### src/rtl/traffic_light_monitor_if.sv
// Light buses between the traffic light controller (master) and the
// safety monitor (slave). Each bus is one-hot {R,Y,G}.
interface traffic_light_monitor_if;
  logic [2:0] light_M1;
  logic [2:0] light_S;
  logic [2:0] light_MT;
  logic [2:0] light_M2;

  modport master (output light_M1, light_S, light_MT, light_M2);
  modport slave  (input  light_M1, light_S, light_MT, light_M2);
endinterface

### src/rtl/traffic_light_monitor.sv
// Safety monitor for the traffic light controller: checks encoding,
// right-of-way conflicts, colour sequence, dwell times and a stuck
// watchdog, and latches the first violation as a sticky fault report.

// Per-road checker: remembers the last legal colour and how long the
// bus has shown it, and flags sequence and minimum-dwell violations.
module tlm_road #(
  parameter int GRN_MIN = 2,
  parameter int YEL_MIN = 3,
  parameter int CNT_W   = 8
) (
  input  logic       clk,
  input  logic       rst,
  input  logic [2:0] cur,
  output logic       legal,
  output logic       changed,
  output logic       seq_err,
  output logic       min_err
);
  localparam logic [2:0] R = 3'b100;
  localparam logic [2:0] Y = 3'b010;
  localparam logic [2:0] G = 3'b001;
  localparam logic [CNT_W-1:0] GRN_LIM = CNT_W'(GRN_MIN);
  localparam logic [CNT_W-1:0] YEL_LIM = CNT_W'(YEL_MIN);
  localparam logic [CNT_W-1:0] SAT     = '1;

  logic [2:0]       prev;
  logic [CNT_W-1:0] dwell;

  assign legal   = (cur == R) || (cur == Y) || (cur == G);
  assign changed = (cur != prev);
  assign seq_err = legal && changed &&
                   !((prev == R && cur == G) || (prev == G && cur == Y) ||
                     (prev == Y && cur == R));
  assign min_err = legal &&
                   ((prev == G && cur == Y && dwell < GRN_LIM) ||
                    (prev == Y && cur == R && dwell < YEL_LIM));

  // Track last legal colour (illegal samples are ignored) and its dwell.
  always_ff @(posedge clk or negedge rst) begin
    if (!rst) begin
      prev  <= R;
      dwell <= '0;
    end else begin
      if (legal) prev <= cur;
      if (changed)           dwell <= CNT_W'(1);
      else if (dwell != SAT) dwell <= dwell + 1'b1;
    end
  end
endmodule

module traffic_light_monitor #(
  parameter int GRN_MIN = 2,
  parameter int YEL_MIN = 3,
  parameter int WDT     = 60,
  parameter int CNT_W   = 8
) (
  input  logic                           clk,
  input  logic                           rst,
  traffic_light_monitor_if.slave         bus,
  input  logic                           clr,
  output logic                           fault,
  output logic [2:0]                     fault_code,
  output logic [1:0]                     fault_road,
  output logic                           flash_req
);
  localparam logic [2:0]       R       = 3'b100;
  localparam logic [CNT_W-1:0] WDT_LIM = CNT_W'(WDT - 1);
  localparam logic [CNT_W-1:0] SAT     = '1;

  // Road index: M1=0, S=1, MT=2, M2=3.
  logic [3:0][2:0]  cur;
  logic [3:0]       legal, changed, seq_err, min_err, nr;
  logic [CNT_W-1:0] wdt_cnt;
  logic             wdt_hit;
  logic             c_m1_s, c_s_any, c_mt_m2;
  logic [2:0]       det_code;
  logic [1:0]       det_road;

  assign cur = {bus.light_M2, bus.light_MT, bus.light_S, bus.light_M1};

  tlm_road #(.GRN_MIN(GRN_MIN), .YEL_MIN(YEL_MIN), .CNT_W(CNT_W)) u_road [3:0] (
    .clk     (clk),
    .rst     (rst),
    .cur     (cur),
    .legal   (legal),
    .changed (changed),
    .seq_err (seq_err),
    .min_err (min_err)
  );

  always_comb begin
    for (int i = 0; i < 4; i++) nr[i] = (cur[i] != R);
  end

  // Conflicting pairs; M1 with M2 or MT is a permitted combination.
  assign c_m1_s  = nr[1] && nr[0];
  assign c_s_any = nr[1] && (nr[2] || nr[3]);
  assign c_mt_m2 = nr[2] && nr[3];
  assign wdt_hit = !(|changed) && (wdt_cnt == WDT_LIM);

  // Watchdog: counts samples with no change on any bus.
  always_ff @(posedge clk or negedge rst) begin
    if (!rst)                wdt_cnt <= '0;
    else if (|changed)       wdt_cnt <= '0;
    else if (wdt_cnt != SAT) wdt_cnt <= wdt_cnt + 1'b1;
  end

  // Priority resolve: lower code first, then lowest road index.
  always_comb begin
    det_code = 3'd0;
    det_road = 2'd0;
    if (!(&legal)) begin
      det_code = 3'd1;
      for (int i = 3; i >= 0; i--) if (!legal[i]) det_road = 2'(i);
    end else if (c_m1_s || c_s_any || c_mt_m2) begin
      det_code = 3'd2;
      det_road = c_m1_s ? 2'd0 : (c_s_any ? 2'd1 : 2'd2);
    end else if (|seq_err) begin
      det_code = 3'd3;
      for (int i = 3; i >= 0; i--) if (seq_err[i]) det_road = 2'(i);
    end else if (|min_err) begin
      det_code = 3'd4;
      for (int i = 3; i >= 0; i--) if (min_err[i]) det_road = 2'(i);
    end else if (wdt_hit) begin
      det_code = 3'd5;
    end
  end

  // Sticky first-fault report; a fresh detection beats a same-cycle clear.
  always_ff @(posedge clk or negedge rst) begin
    if (!rst) begin
      fault      <= 1'b0;
      fault_code <= 3'd0;
      fault_road <= 2'd0;
      flash_req  <= 1'b0;
    end else begin
      flash_req <= fault;
      if (det_code != 3'd0 && (!fault || clr)) begin
        fault      <= 1'b1;
        fault_code <= det_code;
        fault_road <= det_road;
      end else if (clr) begin
        fault      <= 1'b0;
        fault_code <= 3'd0;
        fault_road <= 2'd0;
      end
    end
  end
endmodule

### src/flat_wrapper.sv
// flat-port wrapper written by rule: the top's interface ports become plain ports
module traffic_light_monitor_flat 
#(
  parameter int GRN_MIN = 2,
  parameter int YEL_MIN = 3,
  parameter int WDT     = 60,
  parameter int CNT_W   = 8
)
  (clk, rst, clr, fault, fault_code, fault_road, flash_req, bus_light_M1, bus_light_S, bus_light_MT, bus_light_M2);
  traffic_light_monitor_if bus_i ();
  input  logic clk;
  input  logic rst;
  input  logic clr;
  output logic fault;
  output logic [2:0] fault_code;
  output logic [1:0] fault_road;
  output logic flash_req;
  input wire logic [$bits(bus_i.light_M1)-1:0] bus_light_M1;
  input wire logic [$bits(bus_i.light_S)-1:0] bus_light_S;
  input wire logic [$bits(bus_i.light_MT)-1:0] bus_light_MT;
  input wire logic [$bits(bus_i.light_M2)-1:0] bus_light_M2;
  assign bus_i.light_M1 = bus_light_M1;
  assign bus_i.light_S = bus_light_S;
  assign bus_i.light_MT = bus_light_MT;
  assign bus_i.light_M2 = bus_light_M2;
  traffic_light_monitor #(.GRN_MIN(GRN_MIN), .YEL_MIN(YEL_MIN), .WDT(WDT), .CNT_W(CNT_W)) u_core (.clk(clk), .rst(rst), .bus(bus_i), .clr(clr), .fault(fault), .fault_code(fault_code), .fault_road(fault_road), .flash_req(flash_req));
endmodule
### config.mk
export PLATFORM = sky130hd
export DESIGN_NAME = traffic_light_monitor_flat
export DESIGN_NICKNAME = d
export VERILOG_FILES = /design/src/rtl/traffic_light_monitor_if.sv /design/src/rtl/traffic_light_monitor.sv /design/src/flat_wrapper.sv
export SDC_FILE = /design/constraint.sdc
export NUM_CORES = 1
export LEC_CHECK = 0
export CORE_MARGIN = 3
export CORE_UTILIZATION = 55
export DETAILED_ROUTE_END_ITERATION = 10
export PLACE_DENSITY = 0.84
export SETUP_SLACK_MARGIN = 0.05
export SLEW_MARGIN = 40
export SYNTH_ARGS = -nofsm -noshare
export SYNTH_HDL_FRONTEND = slang
export SYNTH_HIERARCHICAL = 1
export SYNTH_SLANG_ARGS = --single-unit
### constraint.sdc
create_clock -name clk -period 7.1 [get_ports clk]
set_input_delay 1.065 -clock clk [delete_from_list [all_inputs] [get_ports clk]]
set_output_delay 1.065 -clock clk [all_outputs]
set_load 0.1 [all_outputs]
==> impl_metrics.toml <==
[layout]
areaGrowthSynthToFinish_pct = 9.99
n_antenna_cell = 0
post_layout_nonfiller_instances = 547
postLayoutCoreUtil_pct = 64.4
layout-drive-gt1-share_pct = 8.59
fill_cells = 533
mostFrequentLayoutCell = "dfrtp_1"
mostFrequentLayoutCells = "dfrtp_1 (55), nor2_1 (40), a21oi_1 (31)"
fin_nets = 470

[clock_network]
cts_root_buf = "clkbuf_8"
cts_tree = "done"
cts_hold_buf = 0
clockBufferDepth = 2
cts.sinks = 59
post_cts_resized = 0
post_cts_buffers = 0
path_clk_slew_ns = 0.06
cts_buffers = 9
worstSkewPairLatency_ns = 0.35
h-tree-depth = 3

[pwr]
finalPower_uw = 823
cellLeakagePower_uw = 0.00159
power_density_nw_per_um2 = 195
peakVddDrop_v = 0.000107

[synthesis]
synth-compound-area-share_pct = 18.1
synth_area_leaders = "dfrtp_1 (36%), xnor2_1 (4.1%), a21oi_1 (4.0%)"
synthFlopType = "dfrtp_1"
synthSimpleGateAreaFrac_pct = 29.9
seq_area_frac_synth_pct = 38.5
synth_cell_types = 52
ys_async_sr_fraction_pct = 100
synthAdderAreaFrac_pct = 1.63
syn_area_um2 = 3840
synth-xor-area-share_pct = 5.47
synth.largest_area_cell = "dfrtp_1"
synth.avg_cell_area_um2 = 8.80
synthMuxAreaShare_pct = 2.08
syn_nets = 457
synth_top_family_by_area = "simple AND/OR/NAND/NOR gates"
synth-edff-count = 0
synth_top_area_share_pct = 35.8
synth-seq-cells = 59
netlist_instances = 437
synth_warnings = 6

[route]
wl_um = 8290
drt_iter0_drc = 221
firstDrtPassIters = 5
drcViolationCount = 0
routed-via-count = 3442
ant_nets = 0
wire_per_inst_um = 15.2
via_per_inst = 6.29

[floorplanning]
fp.coreArea_um2 = 6570
row_count = 29
die_w_um = 89.6
fp.dieArea_um2 = 8030
die_h_um = 89.6
start_util_pct = 58.5
io_pins = 22

[setup_path]
critPathLaunchType = "primary input"
arrival_ns = 3.75
critPathKind = "in -> reg"
rr_worst_depth = 7
slowest_stage = "or4_4"
required_ns = 7.36
path_cells = "clkdlybuf4s50_1, xnor2_1, nand3_1, or4_4, nor3_4, nor2_2, a21oi_4, mux2i_1"
max_stage_delay_ns = 0.68
cp_max_fo = 11
cp-end-kind = "flop"

[placed_design]
numPortBuffers = 21
place.gp.congestion = 0.856
dpl.cell_count = 531
hpwl_um = 5760
place_ws_ns = 3.26

[status]
status = "finished, final reports clean"

[sta]
rsz0062_at_grt = "no"
fin_crit_ns = 3.49
hold_viol = 0
worst_slew_pin_slew_ns = 0.542
setup_ws_ns = 3.61
tns_ns = 0
report.final.slew_viol_count = 0
slew_headroom_pct = 63.8
finalSetupViolations = 0
fmax_mhz = 287
finalCritPeriodShare_pct = 49.2
finClkSkew_ns = 0.00618

[job]
drv_cap = 0

[global_routing]
grt_pass1_vias = 3131
grt_max_degree = 60
grt_util_all_layers_pct = 22.2
antenna_found_initial = 0
grt_pass1_wl_um = 13900
grt_remaining_overflow = 0

[worst_hold_path]
hold_depth = 0
hp-class = "reg -> reg"
## final cells by class
cell class,count,area (µm²),share of cell area (%)
multi-input cells,339,2200,52.0
flip-flops and latches,59,1480,35.0
repair buffers,23,198,4.68
clock buffers,15,166,3.94
well taps,93,116,2.75
inverters,18,67.6,1.60
## registers in the layout, indices dropped and copies added (netlist names)
signal and cells:
u_core/u_road/dwell 32, u_core/u_road/prev 12, u_core/wdt_cnt 8, u_core/fault_code 3, u_core/fault_road 2, u_core/fault 1, u_core/flash_req 1
## power breakdown
| group | total [µW] | switching [µW] | internal, µW |
|---|---|---|---|
| Clock | 270 | 126 | 144 |
| Sequential | 391 | 32.6 | 359 |
| Combinational | 162 | 98.9 | 62.8 |
| Total | 823 | 257 | 566 |
## cells in the mapped netlist, drive strengths merged, types with 9 or more instances
master	n
a21oi	33
o21ai	24
nor3	17
or4	9
buf	9
and4	9
inv	18
nor2	41
nand3	27
xnor2	18
dfrtp	55
nor3b	16
nand4	17
nand2	23
o32ai	9
clkbuf	12
a211oi	13
## layer usage
layer	track usage [%]	part of all wire [%]	up-vias
li1	-	-	1670
met1	28.8	46	1662
met2	35.0	47	93
met3	5.11	5.0	17
met4	10.7	2.1	0
met5	0	0	-
## path summary, 6_finish.rpt
check	startpoint	to	slack (ns)
max reg2reg	u_core/u_road[3]/prev[2]	u_core/fault_road[0]	4.55
max	bus_light_MT[1]	u_core/fault_road[0]	3.61
min in group asynchronous	rst	u_core/u_road[3]/dwell[2]	0.71
min reg2reg	u_core/fault	u_core/flash_req	0.47
min	u_core/fault	u_core/flash_req	0.47
max in group asynchronous	rst	u_core/u_road[1]/prev[2]	5.85
## cell families (layout without fill, tap and decap cells)
family	after synthesis	in the layout
flops	59	59
mux	8	8
buf+inv	39	56
fa+ha+maj	5	5
compound gates	105	105
simple gates	197	197
xor+xnor	24	24
## metrics by stage
stage          area [µm²]  hold slack (ns)
3_3_place_gp         4080            0.462
2_1_floorplan        3840            0.480
5_1_grt              4230            0.493
6_report             4230            0.473
3_5_place_dp         4040            0.456
4_1_cts              4210            0.477
## worst max-delay path, delay by kind of cell
family                    cells  cell delay [ns]
and+or+nand+nor               4             1.33
buffers and inverters         1             0.62
xor gates and xnor gates      1             0.35
muxes                         1             0.21
AOI/OAI and AO/OA             1             0.16
(Power assumes the default switching activity.)
